===== config.mk =====
export PLATFORM = sky130hd
export DESIGN_NAME = random_generator_param
export DESIGN_NICKNAME = d
export VERILOG_FILES = /design/src/rtl/random_generator_param.sv
export SDC_FILE = /design/constraint.sdc
export NUM_CORES = 1
export LEC_CHECK = 0
export CAP_MARGIN = 20
export CORE_UTILIZATION = 50
export CTS_BUF_LIST = sky130_fd_sc_hd__clkbuf_8 sky130_fd_sc_hd__clkbuf_16
export CTS_CLUSTER_SIZE = 25
export DETAILED_ROUTE_END_ITERATION = 6
export HOLD_SLACK_MARGIN = 0.15
export PLACE_DENSITY = 0.9
export SLEW_MARGIN = 10
export SYNTH_ARGS = -nofsm -noshare
export SYNTH_HDL_FRONTEND = slang
export SYNTH_SLANG_ARGS = --single-unit

===== constraint.sdc =====
create_clock -name clk -period 3.13 [get_ports clk]
set_input_delay 0.626 -clock clk [delete_from_list [all_inputs] [get_ports clk]]
set_output_delay 0.626 -clock clk [all_outputs]
set_load 0.02 [all_outputs]

===== src/rtl/random_generator_param.sv =====
// random_generator_param: parametrised Galois LFSR pseudo-random source with
// step enable, runtime reseeding and a ranged request/valid draw port.
//
// Optional feature macro: RNG_ZERO_GUARD_EN
//   defined   - a zero seed_in on seed_load is replaced by SEED and seed_reject
//               pulses, so the LFSR can never lock up at zero.
//   undefined - seed_in is loaded as-is (zero locks the LFSR); seed_reject = 0.
//
// Parameters:
//   WIDTH     - LFSR and result width (4..32)
//   TAPS      - Galois feedback mask; bit 0 ignored, MSB always rotates to bit 0
//   SEED      - reset value and zero-guard substitute (non-zero)
//   MAX_TRIES - draw evaluations before the halved fallback is returned (>= 1)
//
// Ports:
//   clk, rst_n     - rising-edge clock, asynchronous active-low reset
//   step_en        - advance the LFSR one step (when no draw uses it)
//   seed_load      - load seed_in into the LFSR (highest priority)
//   seed_in        - seed value
//   random_result  - current LFSR state
//   draw_req       - request a ranged draw, sampled only while not busy
//   draw_max       - inclusive upper bound, latched on acceptance
//   draw_busy      - draw in progress
//   draw_valid     - one-cycle pulse, draw_result updated
//   draw_result    - ranged result, held until the next draw completes
//   seed_reject    - one-cycle pulse, zero seed replaced by SEED

module random_generator_param #(
  parameter int unsigned       WIDTH     = 12,
  parameter logic [WIDTH-1:0]  TAPS      = WIDTH'(12'h092),
  parameter logic [WIDTH-1:0]  SEED      = WIDTH'(12'h689),
  parameter int unsigned       MAX_TRIES = 8
) (
  input  logic             clk,
  input  logic             rst_n,
  input  logic             step_en,
  input  logic             seed_load,
  input  logic [WIDTH-1:0] seed_in,
  output logic [WIDTH-1:0] random_result,
  input  logic             draw_req,
  input  logic [WIDTH-1:0] draw_max,
  output logic             draw_busy,
  output logic             draw_valid,
  output logic [WIDTH-1:0] draw_result,
  output logic             seed_reject
);

  localparam int unsigned      TRIES_W  = $clog2(MAX_TRIES) + 1;
  localparam logic [WIDTH-1:0] FB_MASK  = TAPS & ~WIDTH'(1);
  localparam logic [TRIES_W-1:0] LAST_TRY = TRIES_W'(MAX_TRIES - 1);

  typedef enum logic {
    ST_IDLE = 1'b0,
    ST_DRAW = 1'b1
  } state_t;

  state_t             state;
  logic [WIDTH-1:0]   max_q;
  logic [WIDTH-1:0]   mask_q;
  logic [TRIES_W-1:0] tries;

  logic [WIDTH-1:0]   lfsr_next_c;
  logic [WIDTH-1:0]   range_mask_c;
  logic [WIDTH-1:0]   cand_c;
  logic [WIDTH-1:0]   load_value_c;
  logic               accept_c;

  // One Galois step: rotate left, XOR taps in when the old MSB was set.
  assign lfsr_next_c = {random_result[WIDTH-2:0], random_result[WIDTH-1]}
                     ^ ({WIDTH{random_result[WIDTH-1]}} & FB_MASK);

  // Smear the highest set bit downwards: smallest 2^k-1 covering draw_max.
  always_comb begin
    range_mask_c = '0;
    for (int i = 0; i < int'(WIDTH); i++) begin
      range_mask_c = range_mask_c | (draw_max >> i);
    end
  end

  assign cand_c    = random_result & mask_q;
  assign accept_c  = (state == ST_IDLE) && draw_req;
  assign draw_busy = (state == ST_DRAW);

`ifdef RNG_ZERO_GUARD_EN
  logic seed_zero_c;

  assign seed_zero_c  = (seed_in == '0);
  assign load_value_c = seed_zero_c ? SEED : seed_in;

  // Flag a substituted zero seed in the cycle after the load.
  always_ff @(posedge clk or negedge rst_n) begin
    if (!rst_n) begin
      seed_reject <= 1'b0;
    end else begin
      seed_reject <= seed_load && seed_zero_c;
    end
  end
`else
  assign load_value_c = seed_in;
  assign seed_reject  = 1'b0;
`endif

  // LFSR: load beats draw stepping, which beats step_en.
  always_ff @(posedge clk or negedge rst_n) begin
    if (!rst_n) begin
      random_result <= SEED;
    end else if (seed_load) begin
      random_result <= load_value_c;
    end else if ((state == ST_DRAW) || accept_c || step_en) begin
      random_result <= lfsr_next_c;
    end
  end

  // Draw FSM: accept, then evaluate one masked candidate per edge.
  always_ff @(posedge clk or negedge rst_n) begin
    if (!rst_n) begin
      state       <= ST_IDLE;
      max_q       <= '0;
      mask_q      <= '0;
      tries       <= '0;
      draw_valid  <= 1'b0;
      draw_result <= '0;
    end else begin
      draw_valid <= 1'b0;
      case (state)
        ST_IDLE: begin
          if (draw_req) begin
            state  <= ST_DRAW;
            max_q  <= draw_max;
            mask_q <= range_mask_c;
            tries  <= '0;
          end
        end
        ST_DRAW: begin
          if (cand_c <= max_q) begin
            draw_result <= cand_c;
            draw_valid  <= 1'b1;
            state       <= ST_IDLE;
          end else if (tries == LAST_TRY) begin
            // cand < 2*(mask>>1)+2 <= 2*max+... so cand>>1 never exceeds max.
            draw_result <= cand_c >> 1;
            draw_valid  <= 1'b1;
            state       <= ST_IDLE;
          end else begin
            tries <= tries + TRIES_W'(1);
          end
        end
        default: state <= ST_IDLE;
      endcase
    end
  end

endmodule


==> metrics.md <==
| Metric | Value |
|---|---|
| CTS tree | `done` |
| Rows | `27` |
| Final min period | `2.534 ns` |
| Slowest cell on the critical path | `o311a_4` |
| Worst Path Required | `3.38 ns` |
| Final Max Tran Viols | `0` |
| Initial core utilization | `0.5199` |
| Vias in the first global route | `2274` |
| 1st-iter DRT viols | `261` |
| CTS root buf | `clkbuf_8` |
| Crit path arrival time | `2.78 ns` |
| Synth unique cells | `45` |
| Status | `finished, final reports clean` |
| Setup TNS | `0 ns` |
| Largest net degree at the start of global routing | `52` |
| I/O Buffers | `54` |
| Top Ports | `56` |
| Mean area per synthesized cell | `10.30 µm²` |
| Post-synth EDFFs | `0` |
| Setup crit start kind | `flop` |
| Clk pin slew, worst setup/hold paths | `0.09 ns` |
| Max_slew headroom | `0.5408` |
| Diode count | `0` |
| Drt pass-1 iters | `5` |
| Die area | `6032 µm²` |
| Final setup viols | `0` |
| R2R cell count | `8` |
| R2R setup slack | `0.60 ns` |
| TritonCTS buffer count | `5` |
| First-pass GRT wire length | `10920 µm` |
| Slowest Stage Delay on Critical Path | `0.51 ns` |
| Worst-Margin Slew | `0.6888 ns` |
| DRC Markers | `0` |
| Clock Sinks | `53` |
| Initial antenna violation count | `0` |
| Filler cell count | `438` |
| CTS Hold Bufs | `0` |
| Crit. End Element | `flop` |
| RD Place Congestion | `0.8273` |
| Peak supply drop | `463.7 µV` |
| Mapped Area | `2863 µm²` |
| Non-Filler Cell Area, Final | `3538 µm²` |
| Drt total wl | `6372 µm` |
| Post-synth ARST share | `1.000` |
| Final ANT Viol Nets | `0` |
| Total GRT Usage | `0.2355` |
| Final Skew | `0.004981 ns` |
| PostCTS Resize Cnt | `0` |
| Ys flop type | `dfrtp_1` |
| Placed Area | `3446 µm²` |
| GRT busiest layer | `met2` |
| Worst slack at placement | `0.5202 ns` |
| M1 GR Usage | `0.2969` |
| GR Layer Usage met2 | `0.3912` |
| Vias | `2242` |
| H-Tree Depth | `2` |
| Routed wire length per instance | `15.85 µm` |
| Core Area | `5507 µm²` |
| Post-CTS Setup Inserts | `0` |
| Die width | `77.67 µm` |
| HPWL Detailed | `4765 µm` |
| PnR worst setup slack | `0.5965 ns` |
| Synth area leaders | `dfrtp_1 (42%), mux2i_1 (6.6%), nand2_1 (5.8%)` |
| Sequential fraction of the synthesis area | `0.4655` |
| Layout cell share with drive strength beyond 1 | `0.1545` |
| Fin util | `0.6426` |
| Setup CP Type | `reg2reg` |
| Yosys warning count | `0` |
| Grt ovf | `0` |
| Leakage | `1.537 nW` |
| Worst Hold Class | `in2async` |
| Tot Pwr | `2.689 mW` |
| #FFs+latches synth | `53` |
| Crit share post-route | `0.8094` |
| RR Startpoint | `random_result[1]` |
| Post-synth top area cell | `dfrtp_1` |
| Worst-Skew Late Latency | `0.31 ns` |
| Vias/cell | `5.577` |
| Cell count after synthesis | `278` |
| Worst Path Max Fanout | `21` |
| Area grow syn2layout | `23.60%` |
| Final Hold Fails | `0` |
| Clk buf depth | `2` |
| Worst-path cell chain | `and2_1 > ha_1 > nor2b_4 > o211ai_2 > a21oi_1 > o311a_4 > a21oi_4 > o22a_1` |
| RSZ-0062 raised after global routing | `no` |
| Max-Cap Viols | `0` |
| Pwr/cell area | `760.0 nW/µm²` |
| Die Ht | `77.67 µm` |
| Mapped Nets | `319` |
| Met3 Use GR | `0.06235` |
| R2r endpoint | `draw_result[0]` |
| Yosys top cell area share | `0.4196` |
| NumNets Final | `370` |
| Peak Freq | `394.7 MHz` |
cell families (layout without fill, tap and decap cells):
logic type | Yosys count | in the layout | synth area share
xor+xnor | 3 | 3 | 0.009180
fa+ha+maj | 12 | 12 | 0.05245
simple gates | 92 | 92 | 0.1573
flops | 53 | 53 | 0.4655
mux | 33 | 33 | 0.1215
other cells | 1 | 1 | 0.001310
compound gates | 51 | 51 | 0.1412
buf+inv | 33 | 85 | 0.05157
layout by cell type, fill, tap and decap left out, types with 4 or more instances in the layout:
| cell | netlist | routed |
|---|---|---|
| nand4_1 | 4 | 4 |
| o21ai_0 | 19 | 19 |
| dfstp_2 | 5 | 5 |
| buf_4 | 1 | 6 |
| dfrtp_1 | 48 | 48 |
| nor3_1 | 5 | 5 |
| a2bb2oi_2 | 5 | 5 |
| clkbuf_8 | 0 | 6 |
| ha_1 | 12 | 12 |
| mux2_2 | 14 | 14 |
| nand2_1 | 44 | 44 |
| a21oi_1 | 8 | 8 |
| inv_1 | 17 | 19 |
| o22a_1 | 5 | 5 |
| clkdlybuf4s50_1 | 0 | 53 |
| nand3_1 | 6 | 6 |
| nor2_1 | 14 | 14 |
| and2_1 | 5 | 5 |
| mux2i_1 | 19 | 19 |
metrics by stage:
stage               hold slack, ns  cells
global route                0.3750    402
CTS                         0.4919    402
detailed placement          0.4706    394
finish                      0.3273    402
global placement            0.4602    394
floorplan                   0.3304    278
layer usage:
metal  vias up  share of wire
li1       1060              -
met1      1091           0.42
met2        77           0.50
met3        14          0.061
met4         0          0.019
met5         -              0
worst max-delay path: cells and delay by family (launching register included):
family	cells	cell delay, ns
compound gates	5	1.40
flops	1	0.43
simple gates	2	0.35
fa+ha+maj	1	0.30
area by class of cell:
type | count | area (µm²) | share of cell area
multi-input cells | 192 | 1383 | 0.3907
well taps | 72 | 90.09 | 0.02546
clock buffers | 6 | 82.58 | 0.02334
repair buffers | 59 | 575.6 | 0.1627
clock inverters | 2 | 7.507 | 0.002122
flip-flops and latches | 53 | 1333 | 0.3766
inverters | 18 | 67.56 | 0.01909
synthesized netlist by cell type (6+ instances only):
cell and count:
o21ai_0 19, a21oi_1 8, nand3_1 6, clkbuf_1 7, nor2_1 14, mux2i_1 19
nand2_1 44, dfrtp_1 48, ha_1 12, inv_1 17, mux2_2 14
sequential cells by signal, summed over array words and instances, names as in the netlist:
name and count:
draw_result 12, mask_q 11, tries 4, random_result 12
draw_valid 1, max_q 12, draw_busy 1
power breakdown:
part | internal, mW | leakage [nW] | switching (mW)
registers | 0.906 | 0.617 | 0.181
logic | 0.609 | 0.866 | 0.601
clock network | 0.174 | 0.0538 | 0.217
total | 1.69 | 1.54 | 1.00
worst max-delay path by stage:
stage / start / to / slack (ns)
after floorplan: random_result[1] / draw_result[6] / 0.90
after global placement: draw_max[9] / mask_q[0] / 0.62
after detailed placement: draw_max[9] / mask_q[0] / 0.52
after CTS: random_result[1] / draw_result[0] / 0.61
after global routing: random_result[1] / draw_result[11] / 0.46
final: random_result[1] / draw_result[0] / 0.60
No activity file was read; power rests on OpenSTA's default activity.
